$ cat config.mk
export PLATFORM = sky130hd
export DESIGN_NAME = module_alu_shift_seq
export DESIGN_NICKNAME = d
export VERILOG_FILES = /design/src/rtl/module_alu_shift_seq.sv
export SDC_FILE = /design/constraint.sdc
export NUM_CORES = 1
export LEC_CHECK = 0
export BUFFER_PORTS_ARGS = -buffer_cell sky130_fd_sc_hd__buf_2
export CAP_MARGIN = 20
export CORE_UTILIZATION = 35
export CTS_BUF_LIST = sky130_fd_sc_hd__clkbuf_16
export DETAILED_ROUTE_END_ITERATION = 16
export GPL_ROUTABILITY_DRIVEN = 0
export GPL_TIMING_DRIVEN = 0
export SLEW_MARGIN = 10
export SYNTH_ARGS = -nofsm -noshare
export SYNTH_HDL_FRONTEND = slang
export SYNTH_SLANG_ARGS = --single-unit
$ cat constraint.sdc
create_clock -name clk_i -period 3.4 [get_ports clk_i]
set_input_delay 0.17 -clock clk_i [delete_from_list [all_inputs] [get_ports clk_i]]
set_output_delay 0.17 -clock clk_i [all_outputs]
set_load 0.01 [all_outputs]
$ cat src/rtl/module_alu_shift_seq.sv
// module_alu_shift_seq: sequential shift/rotate unit (SHL/SHR/ROL/ROR) with fill bit, carry and zero flags
// Ports: clk_i/rst_i (sync active-high), start_i accepted while ready_o=1; ALUA_i operand, ALUB_i shift amount,
//        ALUFlagIn_i logical fill bit, ALUMode_i 00 SHL 01 SHR 10 ROL 11 ROR; valid_o one-cycle done pulse,
//        ALUResult_o {carry, result} and ALUZero_o held until the next completion.
// Build option: define ALU_SHIFT_FAST_EN for a single-cycle barrel path instead of one bit per clock.
module module_alu_shift_seq #(
  parameter int WIDTH = 8,
  parameter int CNT_W = $clog2(WIDTH) + 1
) (
  input  logic             clk_i,
  input  logic             rst_i,
  input  logic             start_i,
  input  logic [WIDTH-1:0] ALUA_i,
  input  logic [CNT_W-1:0] ALUB_i,
  input  logic             ALUFlagIn_i,
  input  logic [1:0]       ALUMode_i,
  output logic             ready_o,
  output logic             valid_o,
  output logic [WIDTH:0]   ALUResult_o,
  output logic             ALUZero_o
);
  typedef enum logic [1:0] {IDLE, SHIFT, DONE} state_t;
  state_t           state_q;
  logic [WIDTH:0]   res_q;
  logic             zero_q;
  logic             valid_q;
  logic             ready_q;
  logic [CNT_W-1:0] k;
  // shifts saturate at WIDTH, rotates wrap modulo WIDTH
  always_comb k = ALUMode_i[1] ? {1'b0, ALUB_i[CNT_W-2:0]}
                : (ALUB_i > CNT_W'(WIDTH) ? CNT_W'(WIDTH) : ALUB_i);
  assign ready_o     = ready_q;
  assign valid_o     = valid_q;
  assign ALUResult_o = res_q;
  assign ALUZero_o   = zero_q;
`ifdef ALU_SHIFT_FAST_EN
  logic [2*WIDTH:0]   shl_w;
  logic [2*WIDTH:0]   shr_w;
  logic [2*WIDTH-1:0] rol_w;
  logic [2*WIDTH-1:0] ror_w;
  logic [WIDTH:0]     res_d;
  // fill bits sit next to the operand so a single shift reproduces k iterative steps; the guard bit is the carry
  always_comb begin
    shl_w = {1'b0, ALUA_i, {WIDTH{ALUFlagIn_i}}} << k;
    shr_w = {{WIDTH{ALUFlagIn_i}}, ALUA_i, 1'b0} >> k;
    rol_w = {ALUA_i, ALUA_i} << k;
    ror_w = {ALUA_i, ALUA_i} >> k;
    res_d = ALUMode_i == 2'b00 ? {(k != '0) && shl_w[2*WIDTH], shl_w[2*WIDTH-1:WIDTH]}
          : ALUMode_i == 2'b01 ? {(k != '0) && shr_w[0], shr_w[WIDTH:1]}
          : ALUMode_i == 2'b10 ? {(k != '0) && rol_w[WIDTH], rol_w[2*WIDTH-1:WIDTH]}
          :                      {(k != '0) && ror_w[WIDTH-1], ror_w[WIDTH-1:0]};
  end
  always_ff @(posedge clk_i) begin
    if (rst_i) begin
      state_q <= IDLE;
      res_q   <= '0;
      zero_q  <= 1'b1;
      valid_q <= 1'b0;
      ready_q <= 1'b1;
    end else if (state_q == IDLE) begin
      if (start_i) begin
        state_q <= DONE;
        res_q   <= res_d;
        zero_q  <= res_d[WIDTH-1:0] == '0;
        valid_q <= 1'b1;
        ready_q <= 1'b0;
      end
    end else begin
      state_q <= IDLE;
      valid_q <= 1'b0;
      ready_q <= 1'b1;
    end
  end
`else
  logic [WIDTH-1:0] data_q;
  logic [WIDTH-1:0] data_d;
  logic             carry_q;
  logic             carry_d;
  logic [1:0]       mode_q;
  logic             fill_q;
  logic [CNT_W-1:0] cnt_q;
  // mode bit 0 selects direction, bit 1 selects rotate (wrap) over fill
  always_comb begin
    data_d  = mode_q[0] ? {mode_q[1] ? data_q[0] : fill_q, data_q[WIDTH-1:1]}
            : {data_q[WIDTH-2:0], mode_q[1] ? data_q[WIDTH-1] : fill_q};
    carry_d = mode_q[0] ? data_q[0] : data_q[WIDTH-1];
  end
  always_ff @(posedge clk_i) begin
    if (rst_i) begin
      state_q <= IDLE;
      data_q  <= '0;
      carry_q <= 1'b0;
      mode_q  <= 2'b00;
      fill_q  <= 1'b0;
      cnt_q   <= '0;
      res_q   <= '0;
      zero_q  <= 1'b1;
      valid_q <= 1'b0;
      ready_q <= 1'b1;
    end else begin
      case (state_q)
        IDLE: if (start_i) begin
          data_q  <= ALUA_i;
          carry_q <= 1'b0;
          mode_q  <= ALUMode_i;
          fill_q  <= ALUFlagIn_i;
          cnt_q   <= k;
          ready_q <= 1'b0;
          if (k == '0) begin
            state_q <= DONE;
            res_q   <= {1'b0, ALUA_i};
            zero_q  <= ALUA_i == '0;
            valid_q <= 1'b1;
          end else begin
            state_q <= SHIFT;
          end
        end
        SHIFT: begin
          data_q  <= data_d;
          carry_q <= carry_d;
          cnt_q   <= cnt_q - CNT_W'(1);
          if (cnt_q == CNT_W'(1)) begin
            state_q <= DONE;
            res_q   <= {carry_d, data_d};
            zero_q  <= data_d == '0;
            valid_q <= 1'b1;
          end
        end
        DONE: begin
          state_q <= IDLE;
          valid_q <= 1'b0;
          ready_q <= 1'b1;
        end
        default: state_q <= IDLE;
      endcase
    end
  end
`endif
endmodule

==> results of run 1 <==
routing by layer:
| metal | vias up | global-route usage [%] | share of wire (%) |
|---|---|---|---|
| met5 | - | 0 | 0 |
| met2 | 26 | 25.4 | 44 |
| met3 | 2 | 5.07 | 3.5 |
| met4 | 0 | 4.69 | 0.39 |
| li1 | 692 | - | - |
| met1 | 618 | 26.6 | 52 |
logic make-up after synthesis:
group,after synthesis
muxes,20
buffers and inverters,16
AOI/OAI and AO/OA,41
DFF,29
adders and majority gates,2
and+or+nand+nor,67
per-stage QoR:
stage | setup slack (ps) | total power, W
3_3_place_gp | 1640 | 0.000570
6_report | 1650 | 0.00106
3_5_place_dp | 1670 | 0.000570
5_1_grt | 1530 | 0.00111
2_1_floorplan | 1830 | 0.000520
4_1_cts | 1660 | 0.00106
final timing paths:
path                                             startpoint  cells past startpoint  slack (ps)                           to
worst max register to register        cnt_q[1]$_SDFFE_PP0P_                      7        1650       ALUZero_o$_SDFFE_PP1P_
worst min-delay path                           ALUMode_i[0]                      3         140       mode_q[0]$_SDFFE_PP0P_
worst max-delay path                  cnt_q[1]$_SDFFE_PP0P_                      7        1650       ALUZero_o$_SDFFE_PP1P_
worst min register to register  ALUResult_o[1]$_SDFFE_PP0P_                      2         460  ALUResult_o[1]$_SDFFE_PP0P_
power breakdown:
part	internal, W	switching (W)
combinational	0.0000805	0.0000921
sequential	0.000367	0.0000238
clock	0.000342	0.000151
total	0.000789	0.000267
cells in the mapped netlist, drive strengths merged:
cell type	number	area, µm²
dfxtp	29	581
a21oi	20	104
nand2	18	70.1
nor2	17	63.8
mux2	13	146
nand3	9	45.0
o21ai	9	45.0
nor3	8	40.0
mux2i	7	70.1
inv	6	22.5
buf	5	43.8
clkbuf	5	18.8
a211oi	4	40.0
nor4	3	18.8
a32oi	2	17.5
ha	2	25.0
nand2b	2	12.5
nor2b	2	12.5
nor3b	2	31.3
a221oi	1	8.76
a22oi	1	7.51
a41oi	1	16.3
and2	1	6.26
and3	1	6.26
o211ai	1	7.51
o221a	1	11.3
o221ai	1	8.76
or2	1	6.26
or2b	1	7.51
or3b	1	8.76
or4	1	11.3
critical path, delay by kind of cell (launching register included):
kind	cells	cell delay, ps
compound gates	1	110
fa+ha+maj	1	140
buf+inv	2	290
flops	1	320
simple gates	3	770
final cells by class:
cell class              count  area (µm²)  share of cell area [%]
well taps                  50        62.6                    3.32
clock buffers               5         125                    6.64
repair buffers             28         140                    7.44
flip-flops and latches     29         581                    30.8
plain buffers              10        62.6                    3.32
multi-input cells         130         848                    45.0
inverters                   6        22.5                    1.20
clock inverters             3        41.3                    2.19
registers in the layout (all words and copies together), names as in the netlist:
name         flops
fill_q           1
data_q           8
valid_o          1
ALUZero_o        1
ready_o          1
cnt_q            4
ALUResult_o      9
state_q          2
mode_q           2
==> impl_summary.md, run 1 <==
STA
The final number of max-transition violations came to 0. The remaining max-slew budget at the tightest pin is about 53%. Across all hold checks on the routed design, the worst slack comes to 136 ps. The number of endpoints failing setup at the final stage is 0.

Across the routed clock network, the largest skew measured is 6.51 ps. The count of final hold-check violations is 0. Setup repair after global routing left no endpoint under its margin. After routing, the total negative slack on setup checks comes to 0 ps. The share of the clock period used by the worst path is 51.5%.

For the pin with the worst max-slew slack, the measured transition is ~700 ps. The maximum operating frequency is 0.571 GHz. Counting I/O delays and the setup requirement, the final critical path takes 1750 ps.

CTS
Buffers inserted during clock tree synthesis total 5. The clock drives 29 sinks. For the worst-skew pair, the clock arrives at the later sink with an insertion delay of 270 ps. Post-CTS timing repair inserted 0 buffers for setup. The buffer depth of the longest clock path is 2. The clock tree synthesis step divided the H-tree into 2 levels. The number of hold buffers added after CTS is 0.

The CTS tree is built. The root buffer cell is sky130_fd_sc_hd__clkbuf_16. The post-cts sizing count is 0. The clock transition at the register clock pins on the worst setup and hold paths after CTS is approximately 50 ps.

Floorplan
The die extent in y is 67.8 µm. The area of the core region is 4090 µm². The die footprint is around 4600 µm². The die boundary width is 67.8 µm. The top-level I/O count is 30. In this run the core area contains 23 standard-cell rows.

For this configuration, the core starts out at a cell density of 37.0%.

Synth
For this run, the register share of the synthesized area comes to 38.3%. Synthesis inferred 29 register bits. Of the total synthesized cell area, the portion taken by full adders, half adders and majority gates is approximately 1.7%. Summing the areas of all compound-gate instances in the mapped netlist gives 17.6% of the synthesized area. The net count after synthesis is 195.

After technology mapping, the gate count stands at 175. The count of distinct cell types in the synthesized netlist is 37. The synthesized cell area is 1510 µm².

After synthesis, the largest family of logic cells by area is simple AND/OR/NAND/NOR gates. After synthesis, the mean cell area works out to 8.65 µm². The synthesized netlist devotes 22.5% of its cell area to simple gates. The fraction of synthesized area in multiplexers is between 10% and 20%. The Yosys step of the flow raised 0 warnings.

The xor and xnor fraction of the mapped netlist area is 0%.

Route
The final route contains between 1,000 and 1,500 vias. The pre-antenna-repair detailed-routing pass consisted of 4 iterations. In the routed layout, each cell is associated on average with a via count of 5.13. The routed design has about 3600 µm of wire.

The initial DRC count is 69. The remaining antenna violation count is 0. The routed wire length per instance is 13.6 µm. After detailed routing, the number of remaining DRC violations is 0.

Finish
Of the cells placed in the final design, the portion with a size suffix greater than 1 is 29.4%. The area growth from synthesis to layout is 24.4%. In the layout the commonest cells are 30 x sky130_fd_sc_hd__buf_2, 29 x sky130_fd_sc_hd__dfxtp_1, 19 x sky130_fd_sc_hd__a21oi_1. The post-route non-filler standard cell count is roughly 260.

The finished cells cover around 1900 µm². The antenna cell count is 0. Cells fill 46.1% of the core in the end. At the end of the flow, the number of nets in the layout was 230. The most common cell after layout, fill and taps aside is sky130_fd_sc_hd__buf_2. The final-layout fill cell count is 402.

Worst setup path
At the worst endpoint, the arrival time is approximately 1900 ps. By startpoint and endpoint, the worst setup path is classified as reg -> reg. In this run the worst path has a maximum fanout of 8.

The endpoint required time on the critical path is 3550 ps. The startpoint type of the worst setup path is a flip-flop. Traced cell by cell, the critical path runs through inv_1 > ha_1 > or3b_1 > or2_1 > clkbuf_1 > nand2_2 > a41oi_2. The peak per-stage delay on the critical path is 390 ps. The worst-path cell with the longest stage delay is sky130_fd_sc_hd__or3b_1. STA classifies the critical path endpoint as a flip-flop.

GRT
The overall routing resource usage is 18.1%. The number of global-route vias before repair is 1,260. The wire length of the first global-routing pass is 6100 µm. The maximum number of pins on one net before global-route repair is 11. The global route total overflow is 0. The initial antenna violation count is 0.

Pwr
Summed over all cells, the static leakage comes to roughly 0.76 nW. In this run the power density over the cells is 561 nW/µm². Across the VDD grid, the largest voltage drop is between 0.3 and 0.4 mV.

Place
Including well taps, the total number of placed cells is 253. The instance area at placement is between 1500 and 2000 µm². The count of buffers added on input and output ports is 28.

The half-perimeter wire length after placement is 2670 µm.

Run
Max-cap violations in this run came to 0.

Run status
The run finished with clean final reports.

Worst hold path
The worst hold path class is in -> reg.
No activity file was read; power rests on OpenSTA's default activity.
==> run 2, diff against run 1 <==
Clock period 3.4 ns to 1.5 ns, I/O delays scaled along.
==> run 2 against run 1 <==
  * The run now ends with setup timing left
  * Register-to-register slack worse by 1700 ps
  * Maximum frequency is 9.5% higher
  * Clock skew is 3.0 ps lower
  * First-iteration DRC count is 5.8% lower
  * Worst hold slack worse by 100 ps
  * Via count is 2.4% higher
  * Setup slack worse by 1700 ps
  * Sequential power is 130% higher
  * Largest power group unchanged
  * Critical path depth stayed put
==> impl_summary.md, run 2 (same netlist as run 1, synthesis figures left out) <==
CTS
TritonCTS built the clock tree. Clock-pin slew was measured on the worst setup and hold paths at 50 ps. The H-tree generated during clock tree synthesis spans 2 levels. Buffers inserted to repair hold after CTS numbered 0. The buffer depth of the longest clock path is 2. The tree built by TritonCTS fans out to 29 sinks. The insertion delay of the later-clocked pin in the worst-skew pair is around 270 ps. The root buffer cell is sky130_fd_sc_hd__clkbuf_16. The number of buffers inserted during clock tree synthesis is 5.

Worst setup path
Of all nets on the critical path, the largest fanout is 8. Counting both buffers and inverters, the worst setup path holds a total of 2. The worst-path cell with the longest stage delay is sky130_fd_sc_hd__or3b_4. Walking the worst path, the cells encountered are inv_2 > ha_4 > or3b_4 > or2_1 > buf_8 > nand2_4 > a41oi_2. The kind of critical path is reg -> reg. The start point of the critical path is cnt_q[1]$_SDFFE_PP0P_. The worst register-to-register path begins at cnt_q[1]$_SDFFE_PP0P_.

STA puts the critical path data required time at 1650 ps. For this run, the slowest stage of the critical path takes about 400 ps. The endpoint class of the critical path is a flip-flop. The startpoint type of the worst setup path is a flip-flop. The family with the most delay on the worst path is simple AND/OR/NAND/NOR gates. The signal arrival time at the worst endpoint is ~1800 ps.

GRT
The global route total overflow is 0. The initial antenna violation count came to 0. The wire length of the first global-routing pass is 6290 µm. Entering global routing, the biggest net connects 11 pins. For this run, the total global-route usage over all layers was measured as 18.8%. The number of global-route vias before repair is 1,320.

Route
The final routed DRC violation total is 0. Dividing the detail-routed via count by the number of cells gives about 5.2. After detailed routing, the average wire length per cell comes to 14.3 µm. Before antenna repair, the detailed router went through 4 iterations. In this run, the number of DRC markers left after iteration 0 of detailed routing was 65. Across all layers, the routed design uses ~1,400 vias. Once detail routing completed, the nets flagged for antenna violations numbered 0. The total length of routed wires is 3800 µm.

Run status
The final reports fail on setup timing. The flow ran to the end, but the final reports show violations.

STA
The share of the clock period used by the worst path is 107%. For the final database, setup skew stands at 3.48 ps. For the pin with the worst max-slew slack, the measured transition is ~540 ps. The count of final hold-check violations was 0.

Headroom to the max-slew limit came out at 63.8%. The maximum operating frequency is 0.625 GHz. Setup violations remaining at the end of the flow were counted as 10.

The minimum period implied by the final worst setup slack is 1600 ps. The final worst setup slack is -99.3 ps. The final number of max-transition violations is 0.

Setup repair after global routing could not meet its margin everywhere.

Place
The total of buffers placed on input and output ports is 28. Before CTS, the worst setup slack after placement is -229 ps. The instance area at placement is 1730 µm².

The half-perimeter wire length after placement is 2650 µm.

Finish
The fraction of final layout cells sized beyond drive strength 1 is 37.2%. The number of flip-flops in the largest register is 9. Cells fill 47.9% of the core in the end. The library cells used most frequently in the layout, excluding fill and tap cells, are 28 x sky130_fd_sc_hd__buf_2, 25 x sky130_fd_sc_hd__dfxtp_1, 17 x sky130_fd_sc_hd__nand2_1, 17 x sky130_fd_sc_hd__a21oi_1, 16 x sky130_fd_sc_hd__nor2_1.

The repair_antennas step left the layout with diodes totalling 0. The area overhead of the layout relative to synthesis is 29.3%. The final net count is 234.

With fillers left out, the area of the finished cells amounts to 1960 µm². The most common cell after layout, fill and taps aside is sky130_fd_sc_hd__buf_2.

Floorplan
The number of cell rows is 23. In this run the standard cell core region covers 4090 µm². From bottom edge to top edge, the die measures ~68 µm. The die covers 4590 µm². During I/O placement, the number of pins put on the boundary was 30. The die is 67.8 µm wide.

Once the floorplan was initialized, standard cells occupied a little under two fifths of the core.

Pwr
The power density relative to cell area is between 1000 and 1500 nW/µm². The total leakage power is 0.793 nW. VDD sags by at most 0.544 mV.

Worst hold path
The critical hold path startpoint is ALUFlagIn_i. The path class of the tightest hold or removal check is in -> reg.

Run
The number of max-cap violations is 0.
-- run 2: area by class of cell --
type	instances	area, µm²
fill	414	2130
multi-input combinational	130	895
sequential	29	586
timing repair buffer	32	170
clock buffer	5	125
buffer	10	83.8
tap	50	62.6
inverter	6	22.5
clock inverter	3	12.5
-- run 2: timing repair --
item,CTS,global route
gates resized for setup,12,9
endpoints found under the hold margin,0,0
pin swaps,4,3
endpoints found under the setup margin,20,21
setup buffers,3,1
cloned,0,0
-- run 2: path summary, 6_finish.rpt --
check | slack, ps | to | cells after the start
worst max-delay path | -100 | ALUZero_o$_SDFFE_PP1P_ | 7
worst min-delay path | 40 | fill_q$_SDFFE_PP0P_ | 3
worst max register to register | -100 | ALUZero_o$_SDFFE_PP1P_ | 7
worst min register to register | 460 | ALUResult_o[3]$_SDFFE_PP0P_ | 2
-- run 2: report_power, final --
group / total [W] / switching [W] / internal (W)
combinational: 0.000438 / 0.000226 / 0.000211
sequential: 0.000891 / 0.0000575 / 0.000834
clock: 0.000934 / 0.000336 / 0.000598
total: 0.00226 / 0.000620 / 0.00164
-- run 2: worst reg2reg max path, cell delays in order (launching register included) --
cell and delay, ps:
sky130_fd_sc_hd__dfxtp_2 320, sky130_fd_sc_hd__inv_2 70, sky130_fd_sc_hd__ha_4 120, sky130_fd_sc_hd__or3b_4 390
sky130_fd_sc_hd__or2_1 240, sky130_fd_sc_hd__buf_8 140, sky130_fd_sc_hd__nand2_4 80, sky130_fd_sc_hd__a41oi_2 110
-- run 2: metal layers --
metal	wire length (µm)	track usage, %	up-vias
met5	0	0	-
met4	10	6.25	0
met3	151	5.07	2
met2	1730	28.3	36
met1	1910	25.8	629
li1	-	-	703
-- run 2: stage by stage --
stage               std cells  power [W]  setup TNS (ps)  hold slack (ps)
floorplan                 175    0.00118           -13.2              211
global placement          253    0.00129           -2760              318
detailed placement        253    0.00130           -2710              328
CTS                       264    0.00227            -693             40.6
global route              265    0.00239           -1120             43.0
finish                    265    0.00226            -681             35.5
==> run 3, diff against run 2 <==
Settings changed: RECOVER_POWER from default to 50.
==> run 3 against run 2 <==
  * The run still ends with setup timing left
  * Non-clock buffer count stayed put
  * Routed wire length shrank 0.26%
  * Total power decreased by 0.17%
  * Register-to-register slack hardly changed
  * Sequential cell count unchanged
  * First-iteration DRC count down 12%
  * Maximum frequency is 0.19% lower
  * Worst hold slack about the same
  * Global-route usage is the same
  * Design area is 0.77% lower
  * Sequential power about the same
  * Count of clock-buffer cells in the layout unchanged
==> impl_summary.md, run 3 (same netlist as run 1, synthesis figures left out) <==
CTS
Buffers inserted to repair hold after CTS numbered 0. The tree built by TritonCTS fans out to 29 sinks. At the later pin of the worst-skew pair, clock insertion delay measures 270 ps. The H-tree was split into 2 levels. The cell sitting at the root of the clock tree is a sky130_fd_sc_hd__clkbuf_16. The clock transition at the register clock pins on the worst setup and hold paths after CTS is 50 ps. The CTS tree is built. The buffer depth of the longest clock path is 2. The number of buffers inserted during clock tree synthesis is 5.

Finish
The register with the most flip-flops in the layout has 9 of them. Measured on the finished design, the core utilization comes to a little under half. The top cell types in the final layout, fill and taps aside, are 25 x sky130_fd_sc_hd__dfxtp_1, 17 x sky130_fd_sc_hd__nand2_1, 17 x sky130_fd_sc_hd__a21oi_1. The most common cell after layout, fill and taps aside is sky130_fd_sc_hd__dfxtp_1.

The fraction of final layout cells sized beyond drive strength 1 is between 30% and 40%. The final layout contains about 230 nets. After filler insertion, the fill cell instance count of the layout stands at ~420. The antenna cell count is 0. The area overhead of the layout relative to synthesis is 28.3%. Once layout is complete, the cells apart from fillers number approximately 270.

STA
The count of final hold-check violations came to 0. The remaining max-slew budget at the tightest pin is 64.0%. The final number of max-transition violations was 0. Counting I/O delays and the setup requirement, the final critical path takes 1600 ps. The final clock skew is 3.39 ps.

The slew at the pin closest to its max-slew limit is 541 ps. After layout, the worst setup slack is -102 ps. Across all hold checks on the routed design, the worst slack comes to between 30 and 40 ps. Derived from the worst setup path, the maximum achievable clock frequency is 0.624 GHz.

Setup repair after global routing could not meet its margin everywhere. Setup violations remaining at the end of the flow were counted as 10. The share of the clock period used by the worst path is 107%.

Place
The placed cell count is 253. In this run the tool buffered the top-level ports with 28 buffer cells. At the placement stage, the worst setup path has a slack of -229 ps.

Detailed placement finished with a half-perimeter wire length of 2650 µm.

Run status
The run finished, with violations left. The checks that failed: setup timing.

Floorplan
The area of the core region is 4090 µm². The initial cell density of the core is 37.0%. The die extent in y is about 68 µm.

The number of cell rows is 23. The die covers 4590 µm². The die boundary width is 67.8 µm. The top-level I/O count is 30.

Pwr
Across the VDD grid, the largest voltage drop is 0.548 mV. The power density relative to cell area is 1160 nW/µm². The analysis attributes to cell leakage a power of 0.747 nW.

The design draws 0.00226 W.

Worst setup path
At the worst endpoint, the required time is approximately 1700 ps. In this run the worst path has a maximum fanout of 8. The signal arrival time at the worst endpoint is 1750 ps. The worst setup path is launched from a flip-flop. The setup path with the least slack is of type reg -> reg. The worst setup path is captured at a flip-flop.

GRT
The first global-routing pass estimated 6290 µm of wire. For met2 alone, demand over resource in global routing was 28.3%. Summed over all layers, the global routing overflow is 0. In the global route stage, met3 resource usage came out at 5.07%. Global routing used between 10% and 20% of the available tracks.

The initial antenna violation count is 0. The most crowded layer after global routing is met2. The met1 routing resource usage after global routing is 25.8%. The maximum number of pins on one net before global-route repair is 11. The number of global-route vias before repair was 1,320.

Run
The number of max-cap violations is 0.

Route
The remaining antenna violation count is 0. For this run, design rule violations remaining after detail routing come to 0. For this run, the detailed router's first-pass iteration total came to 4. Dividing the detail-routed wire length by the instance count gives 14.3 µm.

The total length of routed wires is 3790 µm. The final route contains 1,363 vias. For this block, the initial DRC count from the detailed router was 57.

After detailed routing, the number of vias per cell comes to just over 5.

Worst hold path
The worst hold path class is in -> reg.
-- run 3: area by class of cell --
type | count | area [µm²] | area share (%)
sequential | 29 | 586 | 30.2
multi-input combinational | 130 | 895 | 46.1
inverter | 6 | 22.5 | 1.16
buffer | 10 | 83.8 | 4.32
clock inverter | 3 | 12.5 | 0.644
tap | 50 | 62.6 | 3.22
timing repair buffer | 32 | 155 | 7.99
clock buffer | 5 | 125 | 6.44
-- run 3: worst paths after layout --
path,endpoint,slack [ps],depth (start not counted),start
max,ALUZero_o$_SDFFE_PP1P_,-100,7,cnt_q[1]$_SDFFE_PP0P_
max reg2reg,ALUZero_o$_SDFFE_PP1P_,-100,7,cnt_q[1]$_SDFFE_PP0P_
min reg2reg,ALUResult_o[1]$_SDFFE_PP0P_,460,2,ALUResult_o[1]$_SDFFE_PP0P_
min,fill_q$_SDFFE_PP0P_,40,3,ALUFlagIn_i
-- run 3: where the power goes --
part	switching [W]	internal (W)
clock network	0.000336	0.000598
registers	0.0000578	0.000834
logic	0.000226	0.000207
total	0.000620	0.00164
-- run 3: worst max-delay path, stage by stage (launching register included) --
cell	delay, ps
sky130_fd_sc_hd__dfxtp_2	320
sky130_fd_sc_hd__inv_2	70
sky130_fd_sc_hd__ha_4	120
sky130_fd_sc_hd__or3b_4	390
sky130_fd_sc_hd__or2_1	240
sky130_fd_sc_hd__buf_8	140
sky130_fd_sc_hd__nand2_4	70
sky130_fd_sc_hd__a41oi_2	110
-- run 3: through the flow --
step                area, µm²  setup TNS, ps
CTS                      1930           -693
global route             1940          -1120
detailed placement       1730          -2710
floorplan                1530          -13.2
global placement         1730          -2760
finish                   1940           -695
-- run 3: repair_timing --
action	CTS	global route
pin swaps	4	3
endpoints found under the hold margin	0	0
resized for setup	12	9
buffers inserted	3	1
endpoints found under the setup margin	20	21
-- run 3: layer usage --
metal	up-vias	wire (µm)
met1	632	1910
met2	28	1730
met4	0	10
met3	2	134
li1	701	-
met5	-	0
